--- src/rtl/spi_xfer_arbiter.sv ---
// Two-requester SPI transaction controller: round-robin grant, chip-select
// setup/hold bracketing, one engine handshake per word, with abort on timeout.
module spi_xfer_arbiter #(
  parameter int W_CPU    = 32,
  parameter int CS_SETUP = 2,
  parameter int CS_HOLD  = 2,
  parameter int TIMEOUT  = 1023
) (
  input  logic               clk,
  input  logic               rst,
  input  logic [1:0]         req_valid,
  output logic [1:0]         req_ready,
  input  logic [1:0]         req_rd,
  input  logic [2*W_CPU-1:0] req_data,
  output logic [1:0]         rsp_valid,
  output logic [W_CPU-1:0]   rsp_data,
  output logic               rsp_timeout,
  input  logic               eng_tx_ready,
  output logic               eng_tx_start,
  output logic [W_CPU-1:0]   eng_tx_data,
  output logic               eng_rx_start,
  input  logic               eng_rx_valid,
  input  logic [W_CPU-1:0]   eng_rx_data,
  output logic               spi_cs_n,
  output logic               busy,
  output logic               owner
);

  localparam int TW   = $clog2(TIMEOUT + 1);
  localparam int PMAX = (CS_SETUP > CS_HOLD) ? CS_SETUP : CS_HOLD;
  localparam int PW   = (PMAX > 1) ? $clog2(PMAX) : 1;

  typedef enum logic [2:0] {IDLE, SETUP, LAUNCH, WAIT, HOLD, DONE} state_t;

  state_t           state, nstate;
  logic             ptr, winner, accept, launch;
  logic             rd_q, abort_q, seen_low;
  logic             done_rd, cmpl, tmo;
  logic [TW-1:0]    tcnt;
  logic [PW-1:0]    pcnt;
  logic [W_CPU-1:0] rx_q;

  always_comb begin
    winner    = req_valid[ptr] ? ptr : ~ptr;
    req_ready = '0;
    if (rst && state == IDLE && |req_valid) req_ready[winner] = 1'b1;
    accept    = |(req_valid & req_ready);
  end

  // A write is done once the engine has visibly gone busy and come back idle.
  assign done_rd = (state == WAIT) && rd_q && eng_rx_valid;
  assign cmpl    = done_rd || ((state == WAIT) && !rd_q && seen_low && eng_tx_ready);
  assign tmo     = (state == LAUNCH || state == WAIT) && (tcnt == TW'(TIMEOUT));

  always_ff @(posedge clk or negedge rst) begin
    if (!rst) state <= IDLE;
    else      state <= nstate;
  end

  // launch registers the start pulse so it lands in the first LAUNCH cycle
  always_comb begin
    nstate = state;
    launch = 1'b0;
    case (state)
      IDLE:   if (accept) nstate = SETUP;
      SETUP:  if (pcnt == PW'(CS_SETUP - 1)) begin
                nstate = LAUNCH;
                launch = eng_tx_ready;
              end
      LAUNCH: if (tmo)               nstate = HOLD;
              else if (eng_tx_start) nstate = WAIT;
              else                   launch = eng_tx_ready;
      WAIT:   if (cmpl || tmo) nstate = HOLD;
      HOLD:   if (pcnt == PW'(CS_HOLD - 1)) nstate = DONE;
      DONE:   nstate = IDLE;
      default: nstate = IDLE;
    endcase
  end

  always_ff @(posedge clk or negedge rst) begin
    if (!rst) begin
      ptr          <= 1'b0;
      owner        <= 1'b0;
      rd_q         <= 1'b0;
      abort_q      <= 1'b0;
      seen_low     <= 1'b0;
      rx_q         <= '0;
      tcnt         <= '0;
      pcnt         <= '0;
      eng_tx_data  <= '0;
      eng_tx_start <= 1'b0;
      eng_rx_start <= 1'b0;
      rsp_valid    <= '0;
      rsp_data     <= '0;
      rsp_timeout  <= 1'b0;
      spi_cs_n     <= 1'b1;
      busy         <= 1'b0;
    end else begin
      if (accept) begin
        owner       <= winner;
        ptr         <= ~winner;
        rd_q        <= req_rd[winner];
        eng_tx_data <= winner ? req_data[2*W_CPU-1:W_CPU] : req_data[W_CPU-1:0];
        rx_q        <= '0;
        abort_q     <= 1'b0;
      end
      if (done_rd)      rx_q    <= eng_rx_data;
      if (tmo && !cmpl) abort_q <= 1'b1;

      pcnt     <= (nstate == state && (state == SETUP || state == HOLD)) ? pcnt + 1'b1 : '0;
      tcnt     <= (state == LAUNCH || state == WAIT) ? tcnt + 1'b1 : '0;
      seen_low <= (state == WAIT) ? (seen_low | ~eng_tx_ready) : 1'b0;

      eng_tx_start <= launch;
      eng_rx_start <= launch & rd_q;
      spi_cs_n     <= (nstate == IDLE || nstate == DONE);
      busy         <= (nstate != IDLE);

      rsp_valid   <= '0;
      rsp_data    <= '0;
      rsp_timeout <= 1'b0;
      if (nstate == DONE) begin
        rsp_valid[owner] <= 1'b1;
        rsp_data         <= rx_q;
        rsp_timeout      <= abort_q;
      end
    end
  end

endmodule

--- config.mk ---
export PLATFORM = sky130hd
export DESIGN_NAME = spi_xfer_arbiter
export DESIGN_NICKNAME = d
export VERILOG_FILES = /design/src/rtl/spi_xfer_arbiter.sv
export SDC_FILE = /design/constraint.sdc
export NUM_CORES = 1
export LEC_CHECK = 0
export ABC_AREA = 1
export BUFFER_PORTS_ARGS = -buffer_cell sky130_fd_sc_hd__buf_2
export CORE_MARGIN = 5
export CORE_UTILIZATION = 45
export DETAILED_ROUTE_END_ITERATION = 10
export GPL_TIMING_DRIVEN = 0
export PLACE_DENSITY = 0.76
export SLEW_MARGIN = 40
export SYNTH_ARGS = -nofsm -noshare
export SYNTH_HDL_FRONTEND = slang
export SYNTH_SLANG_ARGS = --single-unit
--- constraint.sdc ---
create_clock -name clk -period 1.3 [get_ports clk]
set_input_delay 0.195 -clock clk [delete_from_list [all_inputs] [get_ports clk]]
set_output_delay 0.195 -clock clk [all_outputs]
set_load 0.02 [all_outputs]
==> flow_summary.json, run 1 <==
{
  "core_sq_um": 10800,
  "hold_viol_final": 61,
  "synth-warning-count": 0,
  "chipHeight_um": 115,
  "hold_ws_ns": -0.409,
  "worstSetupStartpointType": "flop",
  "tns_ns": -22.97,
  "numPortBuffers": 177,
  "dp.cells": 837,
  "syn-num-nets": 624,
  "cap_violations": 0,
  "grt_pass1_wl_um": 25500,
  "setup_violations": 111,
  "critPathKind": "reg2out",
  "fin_crit_sh_pct": 143,
  "cts_num_sinks": 122,
  "synth_cells": 519,
  "critical_path.max_fanout": 3,
  "via_per_inst": 5.19,
  "drive_gt1_share_pct": 40.2,
  "syn_area_sq_um": 4930,
  "status": "finished with violations",
  "cts_buffers": 17,
  "avgSynthCellArea_sq_um": 9.50,
  "cts.clk_slew.worst_paths_ns": 0.06,
  "clock-root-buffer": "clkbuf_8",
  "wl_per_cell_um": 18.1,
  "dp_hpwl_um": 8940,
  "vias": 5292,
  "drtPass1Iterations": 6,
  "rsz0062_at_grt": "true",
  "hp-class": "in2async",
  "yosysTopAreaCellShare_pct": 61.4,
  "finish.utilization_pct": 79.8,
  "initial_utilization_pct": 45.7,
  "place.gp.congestion": 0.800,
  "synth_cell_types": 33,
  "yosysTopAreaCell": "dfrtp_1",
  "finalNetCount": 973,
  "syn2layout_area_growth_pct": 74.7,
  "die_w_um": 115,
  "power.density_nw_per_um2": 1880,
  "min_period_ns": 1.86,
  "ios": 178,
  "htreeDepth": 4,
  "ys_seq_area_share_pct": 62.0,
  "finalNonFillerCells": 1020,
  "grt_remaining_overflow": 0,
  "arrival_ns": 1.66,
  "clock_path_buffers": 2,
  "fin_ws_ns": -0.558,
  "antenna_found_initial": 0,
  "violations": "hold timing, setup timing",
  "num_rows": 38,
  "first_global_vias": 5317,
  "dieArea_sq_um": 13100,
  "slew_viol_final": 0,
  "tightest_slew_ns": 0.432,
  "ys_ff_latch": 122,
  "grt_max_degree": 68,
  "power.leakage_uw": 0.00448,
  "synthTopCellsByArea": "dfrtp_1 (61%), nand2_1 (9.4%), inv_1 (6.5%), nor2_1 (4.0%), nand3_1 (4.0%)",
  "fill_cells": 588,
  "grt_usage_pct": 25.1,
  "clk-insertion-delay-late_ns": 0.52,
  "fmax_ghz": 0.538,
  "cts_tree": "done",
  "clock_skew_ns": 0.0102,
  "hold_buffers": 100,
  "routed_wl_um": 18400,
  "drc": 0,
  "drt_iter0_markers": 398,
  "maxSlewHeadroom_pct": 71.2,
  "peakVddDrop_mv": 1.23,
  "cp.required_ns": 1.11,
  "drtAntennaViolNets": 0,
  "cp-end-kind": "primary output"
}
-- synth_stat cells --
cell,n
xor2_1,1
buf_4,2
nor3b_1,1
nand2_4,1
nand4_1,5
o22ai_1,27
a21oi_1,11
ha_1,1
dfstp_2,1
clkbuf_1,3
nand3_4,1
nand3_1,39
o21ai_0,5
nand2_1,124
o21a_1,1
dfrtp_1,121
nor3_1,4
nor2_4,2
inv_1,85
nor4_1,1
buf_6,6
a21oi_4,1
a21o_1,1
o22ai_2,5
inv_4,1
or2_2,1
inv_2,2
a22oi_1,2
nand3b_4,1
nor2_8,1
buf_2,8
nor2_1,53
nor2_2,1
-- sequential cells by signal, summed over array words and instances (netlist names), 2 cells and up --
| signal | cells |
|---|---|
| eng_tx_data | 32 |
| rsp_data | 32 |
| rx_q | 32 |
| tcnt | 10 |
| state | 3 |
| rsp_valid | 2 |
-- metal layers --
layer	routed length [um]	GRT usage (%)	vias up
li1	-	-	2323
met1	6740	29.4	2528
met2	9010	41.4	352
met3	1820	8.62	89
met4	872	12.0	0
met5	0	0	-
-- worst max-delay path, stage by stage (launching register included) --
cell and delay (ns):
dfrtp_1 0.42, nor2_4 0.17, nand3b_4 0.14, a21oi_4 0.18, buf_6 0.13, buf_6 0.11
-- metrics by stage --
stage	hold WS, ns	total power [uW]	setup WS [ns]	instance area [sq um]
2_1_floorplan	-0.101	8050	-0.0378	4940
5_1_grt	-0.404	17000	-0.639	8610
3_5_place_dp	0.146	9460	-0.559	6040
3_3_place_gp	0.400	9280	-2.31	6010
4_1_cts	-0.406	14600	-0.504	8000
6_report	-0.409	16200	-0.558	8610
-- area by class of cell --
cell class,count,area [sq um],area share [%]
buffer,18,224,2.60
antenna,1,2.50,0.0291
sequential,122,3060,35.5
multi-input combinational,290,1720,19.9
tap,140,175,2.03
clock inverter,8,47.5,0.552
clock buffer,22,463,5.38
timing repair buffer,331,2580,30.0
inverter,88,339,3.94
-- final timing paths --
kind,start,to,slack (ns),cells after the start
setup reg to reg,state[0]$_DFF_PN0_,eng_tx_data[4]$_DFFE_PN0P_,-0.41,6
hold reg to reg,abort_q$_DFFE_PN0P_,abort_q$_DFFE_PN0P_,0.48,1
setup / recovery,state[0]$_DFF_PN0_,req_ready[1],-0.56,5
min in group clk,req_valid[1],ptr$_DFFE_PN0P_,0.18,4
hold / removal,rst,eng_tx_data[30]$_DFFE_PN0P_,-0.41,1
max in group asynchronous,rst,eng_tx_data[29]$_DFFE_PN0P_,0.49,3
-- logic make-up after synthesis --
family	Yosys count	share of synthesized area, %
compound gates	53	7.26
xor+xnor	1	0.178
fa+ha+maj	1	0.254
buf+inv	107	9.47
flops	122	62.0
simple gates	235	20.9
-- repair_timing --
| item | 4_1_cts | 5_1_grt |
|---|---|---|
| gates resized for setup | 57 | 114 |
| cloned | 2 | 3 |
| hold endpoints to repair | 124 | 54 |
| buffers inserted | 28 | 26 |
| setup endpoints to repair | 109 | 139 |
| pin swaps | 8 | 23 |
-- placed cells by master (no fill, tap or decap), types with 2 or more instances in the layout --
cell           Yosys  final
buf_2              8    151
dfrtp_1          121    118
nand2_1          124    117
dlygate4sd3_1      0    100
inv_1             85     84
buf_4              2     46
nor2_1            53     44
buf_6              6     37
nand3_1           39     36
o22ai_2            5     26
clkbuf_16          0     18
buf_8              0      8
nor2_4             2      7
a21oi_1           11      6
o22ai_1           27      6
nand4_1            5      5
nand2_2            0      5
nor2_2             1      5
a21oi_2            0      5
clkinv_2           0      5
clkinvlp_4         0      4
clkbuf_8           0      4
nand3_2            0      3
o21ai_2            0      3
buf_12             0      3
dfrtp_2            0      3
nand2_4            1      2
inv_4              1      2
nor3_1             4      2
clkbuf_1           3      2
-- where the power goes --
| part | internal, uW | switching [uW] |
|---|---|---|
| sequential | 4870 | 692 |
| clock | 2450 | 1640 |
| combinational | 3060 | 3480 |
(Power assumes the default switching activity.)
==> run 2: changes to the inputs <==
--- a/config.mk
+++ b/config.mk
@@ -5,13 +5,13 @@
 export SDC_FILE = /design/constraint.sdc
 export NUM_CORES = 1
 export LEC_CHECK = 0
-export ABC_AREA = 1
+export ABC_AREA = 0
 export BUFFER_PORTS_ARGS = -buffer_cell sky130_fd_sc_hd__buf_2
 export CORE_MARGIN = 5
 export CORE_UTILIZATION = 45
 export DETAILED_ROUTE_END_ITERATION = 10
 export GPL_TIMING_DRIVEN = 0
-export PLACE_DENSITY = 0.76
+export PLACE_DENSITY = 0.73
 export SLEW_MARGIN = 40
 export SYNTH_ARGS = -nofsm -noshare
 export SYNTH_HDL_FRONTEND = slang
==> constraint.sdc (replaced) <==
create_clock -name clk -period 2 [get_ports clk]
set_input_delay 0.3 -clock clk [delete_from_list [all_inputs] [get_ports clk]]
set_output_delay 0.3 -clock clk [all_outputs]
set_load 0.02 [all_outputs]
==> flow_summary.json, run 2 <==
{
  "status": "completed",
  "core_sq_um": 10800,
  "layout_commonest_cell": "buf_2",
  "maxSlewHeadroom_pct": 60.7,
  "power.leakage_uw": 0.00349,
  "first_global_vias": 4487,
  "synth_edf_count": 0,
  "syn_area_sq_um": 4980,
  "cts_num_sinks": 122,
  "cts_buffers": 17,
  "cts_tree": "done",
  "synth_cell_types": 43,
  "r2r_end": "rx_q[31]$_DFFE_PN0P_",
  "fmax_ghz": 0.504,
  "r2r_cells": 5,
  "avgSynthCellArea_sq_um": 11.1,
  "ys_ff_latch": 122,
  "synth_ff_type": "dfrtp_1",
  "htreeDepth": 4,
  "drtAntennaViolNets": 0,
  "cp.required_ns": 1.70,
  "fin_ws_ns": 0.0166,
  "dp_hpwl_um": 9540,
  "antenna_found_initial": 0,
  "hp-class": "in2reg",
  "yosysTopAreaCell": "dfrtp_1",
  "finalNetCount": 776,
  "yosysTopAreaCellShare_pct": 60.7,
  "drive_gt1_share_pct": 36.1,
  "chipHeight_um": 115,
  "grt_usage_pct": 21.3,
  "tightest_slew_ns": 0.584,
  "vias": 4475,
  "grt_max_degree": 79,
  "reg_top3": "eng_tx_data: 32 flops, rsp_data: 32 flops, rx_q: 32 flops",
  "worstSetupStartpointType": "flop",
  "place.gp.congestion": 0.858,
  "synth_commonest_cells": "dfrtp_1 (121), a21oi_1 (41), nand3_1 (38), o21ai_0 (37), and2_1 (35)",
  "post-place-ws_ns": -0.729,
  "syn2layout_area_growth_pct": 42.4,
  "setup_violations": 0,
  "critPathKind": "reg2out",
  "min_period_ns": 1.98,
  "tns_ns": 0,
  "ios": 178,
  "synth_cells": 448,
  "via_per_inst": 5.43,
  "rsz0062_at_grt": "true",
  "hold_viol_final": 0,
  "mostFrequentLayoutCells": "buf_2 (184), dfrtp_1 (118), a21oi_1 (41), nand3_1 (38), o21ai_0 (37)",
  "peakVddDrop_mv": 0.765,
  "ys_seq_area_share_pct": 61.3,
  "ff2ff_setup_slack_ns": 0.20,
  "slew_viol_final": 0,
  "die_w_um": 115,
  "dieArea_sq_um": 13300,
  "critical_path.max_fanout": 10,
  "n_antenna_cell": 0,
  "power.density_nw_per_um2": 1380,
  "wl_per_cell_um": 17.0,
  "endpoint": "req_ready[1]",
  "fin_crit_sh_pct": 99.2,
  "r2r-start": "state[0]$_DFF_PN0_",
  "routed_wl_um": 14000,
  "drt_iter0_markers": 296,
  "drtPass1Iterations": 5,
  "drc": 0,
  "initial_utilization_pct": 46.0,
  "clock_path_buffers": 2,
  "clock_skew_ns": 0.00808,
  "clock-root-buffer": "clkbuf_8",
  "async_flop_share_pct": 100,
  "crit_path_start": "ptr$_DFFE_PN0P_",
  "grt_remaining_overflow": 0,
  "syn-num-nets": 553,
  "cap_violations": 0,
  "numPortBuffers": 177,
  "cp-end-kind": "primary output",
  "synth-warning-count": 0,
  "num_rows": 38,
  "synthTopCellsByArea": "dfrtp_1 (61%), a22o_1 (5.8%), and2_1 (4.4%), a31oi_1 (4.3%), a21oi_1 (4.1%)",
  "clk-insertion-delay-late_ns": 0.52,
  "arrival_ns": 1.68,
  "grt_pass1_wl_um": 22000,
  "cts.clk_slew.worst_paths_ns": 0.06,
  "synth.most_common_cell": "dfrtp_1"
}
## run 2: cell count changes after synthesis, sizes merged, moves of 21 or more
cell and delta:
o22ai -32, clkbuf +21, o21ai +33, nor2 -47
a31oi +34, inv -83, nand2 -118, and2 +35
a22o +33, a21oi +29
## run 2: metrics by stage
| step | area (sq um) | hold slack (ns) | power, uW | std cells | util, % |
|---|---|---|---|---|---|
| after floorplan | 4980 | 0.00441 | 5570 | 448 | - |
| after global placement | 6050 | 0.446 | 6520 | 765 | 55.8 |
| after detailed placement | 6080 | 0.325 | 6620 | 766 | 56.1 |
| after CTS | 6880 | -0.321 | 9780 | 814 | 63.4 |
| after global routing | 7100 | 0.00770 | 10400 | 824 | 65.5 |
| final | 7100 | 0.0180 | 9810 | 824 | 65.5 |
## run 2: kinds of logic (layout without fill, tap and decap cells)
kind of cell | count (synthesis) | in the layout | share of synthesized area (%)
simple gates | 119 | 119 | 13.7
mux | 1 | 1 | 0.226
flops | 122 | 122 | 61.3
fa+ha+maj | 1 | 1 | 0.251
xor+xnor | 5 | 5 | 0.879
compound gates | 157 | 157 | 19.9
buf+inv | 43 | 279 | 3.79
## run 2: critical path, stage by stage, from the launching register on
cell and delay [ns]:
dfrtp_2 0.45, nor2b_4 0.15, clkbuf_2 0.19, nor3_4 0.24, buf_6 0.14
## run 2: timing repair
item | 4_1_cts | 5_1_grt
hold buffers | 13 | 8
cloned | 0 | 1
setup buffers | 4 | 1
pin swaps | 3 | 2
hold endpoints to repair | 90 | 121
setup endpoints to repair | 12 | 12
resized for setup | 12 | 7
## run 2: layout make-up
cell class	instances	area (sq um)
buffer	37	168
clock buffer	26	518
clock inverter	6	82.6
fill	855	3740
inverter	5	18.8
multi-input combinational	283	1770
sequential	122	3060
tap	140	175
timing repair buffer	205	1310
## run 2: how the worst min path moves through the flow
stage                                  from                      to  slack (ns)  depth (start not counted)
after floorplan                         rst     abort_q$_DFFE_PN0P_       0.004                          0
after global placement    tcnt[0]$_DFF_PN0_       tcnt[0]$_DFF_PN0_        0.45                          1
after detailed placement                rst  rsp_data[11]$_DFF_PN0_        0.33                          1
after CTS                               rst  rsp_data[11]$_DFF_PN0_       -0.32                          1
after global routing        eng_rx_data[16]    rx_q[16]$_DFFE_PN0P_       0.008                          2
final                       eng_rx_data[16]    rx_q[16]$_DFFE_PN0P_        0.02                          2
## run 2: per-layer routing
| layer | vias up | GRT usage [%] | share of wire, % |
|---|---|---|---|
| met2 | 219 | 33.4 | 46 |
| met4 | 0 | 9.70 | 2.7 |
| met5 | - | 0 | 0 |
| met1 | 2151 | 27.0 | 42 |
| met3 | 31 | 6.79 | 9.7 |
| li1 | 2074 | - | - |
## run 2: where the power goes
| group | internal [uW] | switching [uW] |
|---|---|---|
| Combinational | 1270 | 1860 |
| Sequential | 3210 | 453 |
| Clock | 2000 | 1030 |
| Total | 6470 | 3340 |
